==> config.mk <==
export PLATFORM = sky130hd
export DESIGN_NAME = vram_arbiter
export DESIGN_NICKNAME = d
export VERILOG_FILES = /design/src/rtl/vram_arbiter.sv
export SDC_FILE = /design/constraint.sdc
export NUM_CORES = 1
export LEC_CHECK = 0
export CAP_MARGIN = 25
export CORE_UTILIZATION = 31
export CTS_CLUSTER_SIZE = 40
export DETAILED_ROUTE_END_ITERATION = 8
export PLACE_DENSITY = 0.86
export SLEW_MARGIN = 5
export SYNTH_ARGS = -nofsm -noshare
export SYNTH_HDL_FRONTEND = slang
export SYNTH_SLANG_ARGS = --single-unit
==> constraint.sdc <==
create_clock -name clock -period 2.65 [get_ports clock]
set_clock_uncertainty 0.15 [all_clocks]
set_input_delay 0.6625 -clock clock [delete_from_list [all_inputs] [get_ports clock]]
set_output_delay 0.6625 -clock clock [all_outputs]
set_load 0.02 [all_outputs]
==> src/rtl/vram_arbiter.sv <==
// vram_arbiter: screen RAM arbiter, video reads win every clock, CPU fills the gaps (VRAM_CONTENTION_EN adds a ULA contention gate)
module vram_arbiter (
  input  logic        clock,
  input  logic        reset,
  input  logic        ce,
  input  logic        vrd,
  input  logic        vcn,
  input  logic [12:0] va,
  output logic [7:0]  vd,
  input  logic        cpuReq,
  input  logic        cpuWr,
  input  logic [13:0] cpuA,
  input  logic [7:0]  cpuDi,
  output logic [7:0]  cpuDo,
  output logic        cpuAck,
  output logic        cpuWait,
  output logic [13:0] memA,
  output logic        memWe,
  output logic [7:0]  memD,
  input  logic [7:0]  memQ
);
  typedef enum logic [1:0] {IDLE, READ, ACK} state_t;
  state_t state;
  logic serviced, videoPend, videoIssue, cpuIssue, gateOpen;
`ifdef VRAM_CONTENTION_EN
  assign gateOpen = !vcn;
`else
  assign gateOpen = vcn || !vcn;
`endif
  assign videoIssue = ce && vrd;
  assign cpuIssue = reset && state == IDLE && cpuReq && !serviced && !videoIssue && gateOpen;
  assign memA = cpuIssue ? cpuA : {1'b0, va};
  assign memWe = cpuIssue && cpuWr;
  assign memD = cpuIssue ? cpuDi : 8'h00;
  assign cpuAck = state == ACK;
  assign cpuWait = cpuReq && state != ACK && !serviced;
  // video data lands one clock after its address was issued
  always_ff @(posedge clock or negedge reset)
    if (!reset) begin
      videoPend <= 1'b0;
      vd <= 8'h00;
    end else begin
      videoPend <= videoIssue;
      if (videoPend) vd <= memQ;
    end
  // CPU access sequencer; serviced blocks a held request from running twice
  always_ff @(posedge clock or negedge reset)
    if (!reset) begin
      state <= IDLE;
      serviced <= 1'b0;
      cpuDo <= 8'h00;
    end else begin
      case (state)
        IDLE: if (cpuIssue) state <= cpuWr ? ACK : READ;
              else if (!cpuReq) serviced <= 1'b0;
        READ: begin
          cpuDo <= memQ;
          state <= ACK;
        end
        ACK: begin
          serviced <= 1'b1;
          state <= IDLE;
        end
        default: state <= IDLE;
      endcase
    end
endmodule

Word level (Yosys, flattened, before mapping)
Index checks and enable logic that the tools add are counted.
W data, S select, Z words.
{"block": "word_totals", "in_bits": 50, "regBits": 20, "word_cells": 32, "output_inout_bits": 41}
{"block": "classes", "n_eq_ne": 6, "reduce_logical": 13, "n_mux": 8}
{"operator": "$mux W14", "count": 1}
{"operator": "$logic_and A1 B1 Y1", "count": 8}
{"operator": "$mux W8", "count": 1}
{"operator": "$ne A2 B2 Y1 const B", "count": 4}
{"operator": "$mux W2", "count": 2}
{"operator": "$pmux W2 S2", "count": 1}
{"operator": "$reduce_and A3 Y1", "count": 1}
{"operator": "$eq A2 B1 Y1 const B", "count": 1}
{"operator": "$eq A2 B2 Y1 const B", "count": 1}
{"operator": "$logic_not A1 Y1", "count": 2}
{"operator": "$logic_not A2 Y1", "count": 1}
{"operator": "$mux W1", "count": 2}
{"operator": "$pmux W1 S2", "count": 1}
{"operator": "$reduce_bool A2 Y1", "count": 1}

Depth between registers and ports, before layout
{"block": "depth", "ltp_word": 7, "ltp_mapped": 4, "mapped_depth_nobuf": 3}

Worst setup path after synthesis
No wires, ideal clock.
{"block": "synth_timing", "path_kind": "input -> output", "startpoint": "in ce", "endpoint": "out memA[13]", "required_time_ns": 1.837, "cell_stages": 4, "n_path_buf": 1, "t_arrival_ns": 1.628, "path_slack_ns": 0.209, "path_cell_list": "a211oi_2 > and4b_2 > clkbuf_1 > and2_2"}
{"block": "synth_between", "elab_chain_cells": 4}
{"element": "start, declared", "line": "5", "rtl": "input logic ce,"}
{"element": "$logic_and A1 B1 Y1", "line": "30", "rtl": "assign videoIssue = ce && vrd;"}
{"element": "$logic_not A1 Y1", "line": "31", "rtl": "assign cpuIssue = reset && state == IDLE && cpuReq && !serviced && !videoIssue && gateOpen;"}
{"element": "$logic_and A1 B1 Y1", "line": "31"}
{"element": "$mux W14", "line": "32", "rtl": "assign memA = cpuIssue ? cpuA : {1'b0, va};"}
{"element": "end, declared", "line": "17", "rtl": "output logic [13:0] memA,"}
Every way passes these cells.

Final worst setup path
{"block": "layout_timing", "startpoint": "in ce", "endpoint": "out memA[10]"}
The elaborated chain is that of the path after synthesis.

==> impl_metrics.env <==
export IMPL_syn_instance_count=74
export IMPL_maxCapViolations=0
export IMPL_peak_supply_drop_v=0.000210
export IMPL_placed_cell_area_um2=2030
export IMPL_ys_seq_area_share_pct=47.3
export IMPL_path_max_fanout=7
export IMPL_critPathRequiredTime_ns=1.84
export IMPL_floorplan_core_area_um2=3150
export IMPL_clock_fmax_ghz=0.372
export IMPL_ios=91
export IMPL_dieWidth_um=60.4
export IMPL_insertedDiodeCount=0
export IMPL_synth_cell_area_um2=1060
export IMPL_status="finished, violations left"
export IMPL_simple_gate_portion_of_the_synthesized_area_pct=13.9
export IMPL_ys_seq_elements=20
export IMPL_violations="negative setup slack"
export IMPL_track_usage_pct=16.7
export IMPL_synth_largest_area_cell="sky130_fd_sc_hd__dfrtp_1"
export IMPL_ant_nets=0
export IMPL_drive_gt1_share_pct=48.0
export IMPL_place_hpwl_um=2450
export IMPL_syn_num_nets=124
export IMPL_cts_htree_levels=1
export IMPL_antenna_found_initial=0
export IMPL_firstDrtPassIters=2
export IMPL_post_layout_nonfiller_instances=217
export IMPL_worst_slack_ns=-0.0372
export IMPL_clock_latency_ns=0.28
export IMPL_synth_avg_cell_area_um2=14.3
export IMPL_gpl_final_weighted_congestion=0.750
export IMPL_fp_dieArea_um2=3650
export IMPL_effective_utilization_at_floorplan_pct=33.6
export IMPL_power_per_cell_area_nw_per_um2=517
export IMPL_p_leak_uw=0.000970
export IMPL_ff2ff_path_depth=3
export IMPL_worst_setup_hold_path_clk_slew_ns=0.09
export IMPL_cts_inserted_buffers=3
export IMPL_area_added_between_synthesis_and_finish_pct=98.6
export IMPL_vias=971
export IMPL_remaining_drc_errors=0
export IMPL_synth_top_family_by_area="multiplexers"
export IMPL_synth_lib_cells_used_distinct=16
export IMPL_holdCritPathClass="in -> async"
export IMPL_timing_hold_ws_ns=0.270
export IMPL_synth_fa_ha_area_share_pct=0
export IMPL_xor_xnor_share_of_the_synthesized_area_pct=0
export IMPL_fill_cells=262
export IMPL_cts_sinks=20
export IMPL_complex_gate_fraction_of_the_synthesized_area_pct=2.48
export IMPL_dr_first_iter_drc_count=2
export IMPL_grt_pass1_vias=967
export IMPL_vias_per_instance=4.47
export IMPL_finalNetCount=225
export IMPL_cts_tree="yes"
export IMPL_cts_root_buf="sky130_fd_sc_hd__clkbuf_4"
export IMPL_global_route_wire_length_before_repair_um=4270
export IMPL_grt_start_max_net_pins=20
export IMPL_utilization_after_layout_pct=66.7
export IMPL_port_buffer_count=89
export IMPL_worst_setup_path_start_kind="input pin"
export IMPL_netlist_area_leader_share_pct=47.3
export IMPL_floorplan_rows=20
export IMPL_cts_buffer_depth=2
export IMPL_worst_slew_pin_transition_ns=0.419
export IMPL_final_number_of_setup_violating_endpoints=13
export IMPL_fin_total_pwr_uw=1090
export IMPL_grt_overflow=0
export IMPL_ws_path_type="in -> out"
export IMPL_post_drt_wl_per_cell_um=13.8
export IMPL_synth_area_mux_share_pct=34.0
export IMPL_drt_wl_total_um=2980
export IMPL_finalHoldViolations=0
export IMPL_end_kind="primary output"
export IMPL_die_height_um=60.4
export IMPL_period_needed_ns=2.69
export IMPL_relSlewSlack_pct=72.0
export IMPL_ys_warnings_count=0
export IMPL_critPathArrivalTime_ns=1.87
export IMPL_final_period_utilization_pct=101
export IMPL_dp_cells=208
export IMPL_post_synth_main_area_contributors="sky130_fd_sc_hd__dfrtp_1, sky130_fd_sc_hd__mux2_2, sky130_fd_sc_hd__mux2_4"
export IMPL_design_area_um2=2100
export IMPL_rsz0062_at_grt="true"
export IMPL_final_max_slew_viol_count=0
==> state kept, by name, indices dropped and copies added (netlist names) <==
signal,cells
cpuDo,8
serviced,1
state,2
vd,8
videoPend,1
==> logic make-up (layout without fill, tap and decap cells) <==
| group | after synthesis | in the layout |
|---|---|---|
| DFF | 20 | 20 |
| buffers and inverters | 4 | 103 |
| AOI/OAI and AO/OA | 3 | 3 |
| and+or+nand+nor | 18 | 18 |
| muxes | 29 | 29 |
==> power breakdown <==
| part | internal, uW | total [uW] | switching, uW |
|---|---|---|---|
| combinational | 321 | 543 | 222 |
| clock | 52.8 | 130 | 77.2 |
| sequential | 375 | 415 | 39.8 |
| total | 749 | 1090 | 339 |
==> routing by layer <==
| metal | vias up | wire length (um) | global-route usage [%] |
|---|---|---|---|
| li1 | 456 | - | - |
| met1 | 451 | 1120 | 16.6 |
| met2 | 60 | 1560 | 31.9 |
| met3 | 4 | 274 | 5.76 |
| met4 | 0 | 32 | 5.84 |
| met5 | - | 0 | 0 |
==> worst max-delay path, stage by stage <==
cell and delay, ns:
sky130_fd_sc_hd__buf_6 0.09, sky130_fd_sc_hd__a211oi_2 0.22, sky130_fd_sc_hd__buf_4 0.15, sky130_fd_sc_hd__nand4b_4 0.13
sky130_fd_sc_hd__clkbuf_16 0.19, sky130_fd_sc_hd__mux2_4 0.29, sky130_fd_sc_hd__buf_6 0.13
==> repair_timing <==
item | CTS | global route
hold buffers | 0 | 1
gates cloned | 1 | 0
setup endpoints to repair | 24 | 24
gates resized for setup | 115 | 13
pin swaps | 2 | 1
setup buffers | 4 | 0
endpoints found under the hold margin | 0 | 1
==> cell usage in the layout (no fill, tap or decap), types with 2 or more instances in the layout <==
cell type / Yosys / final
sky130_fd_sc_hd__and2_2: 11 / 11
sky130_fd_sc_hd__buf_4: 0 / 8
sky130_fd_sc_hd__buf_6: 1 / 15
sky130_fd_sc_hd__clkbuf_2: 0 / 7
sky130_fd_sc_hd__clkbuf_4: 0 / 3
sky130_fd_sc_hd__clkdlybuf4s15_2: 0 / 3
sky130_fd_sc_hd__clkdlybuf4s50_1: 0 / 61
sky130_fd_sc_hd__dfrtp_1: 20 / 20
sky130_fd_sc_hd__mux2_2: 20 / 20
sky130_fd_sc_hd__mux2_4: 9 / 9
sky130_fd_sc_hd__nor2b_1: 2 / 2
==> Yosys cell counts, drive strengths merged <==
master,instances
nand2b,1
a21o,1
nor2b,2
nand4b,1
a211oi,1
and4b,1
nor2,1
clkbuf,2
o21ai,1
mux2,29
buf,2
nor3b,1
and2,11
dfrtp,20
==> through the flow <==
step | setup slack, ns | TNS (ns)
6_report | -0.0372 | -0.317
5_1_grt | -0.104 | -1.17
4_1_cts | -0.0584 | -0.615
3_5_place_dp | -0.750 | -17.03
3_3_place_gp | -0.720 | -16.27
2_1_floorplan | 0.209 | 0
==> cell type report <==
| class | instances | area, um2 | area share [%] |
|---|---|---|---|
| multi-input cells | 50 | 534 | 25.4 |
| repair buffers | 100 | 990 | 47.1 |
| well taps | 44 | 55.1 | 2.62 |
| clock buffers | 3 | 22.5 | 1.07 |
| flip-flops and latches | 20 | 500 | 23.8 |
==> final timing paths <==
check | start | endpoint | slack [ns]
worst max register to register | state[0] | cpuDo[7] | 1.03
worst max-delay path | ce | memA[10] | -0.04
min in group clock | vd[5] | vd[5] | 0.36
worst min-delay path | reset | state[1] | 0.27
max in group asynchronous | reset | state[0] | 1.62
worst min register to register | vd[5] | vd[5] | 0.36
Power figures use the tool's default switching activity.
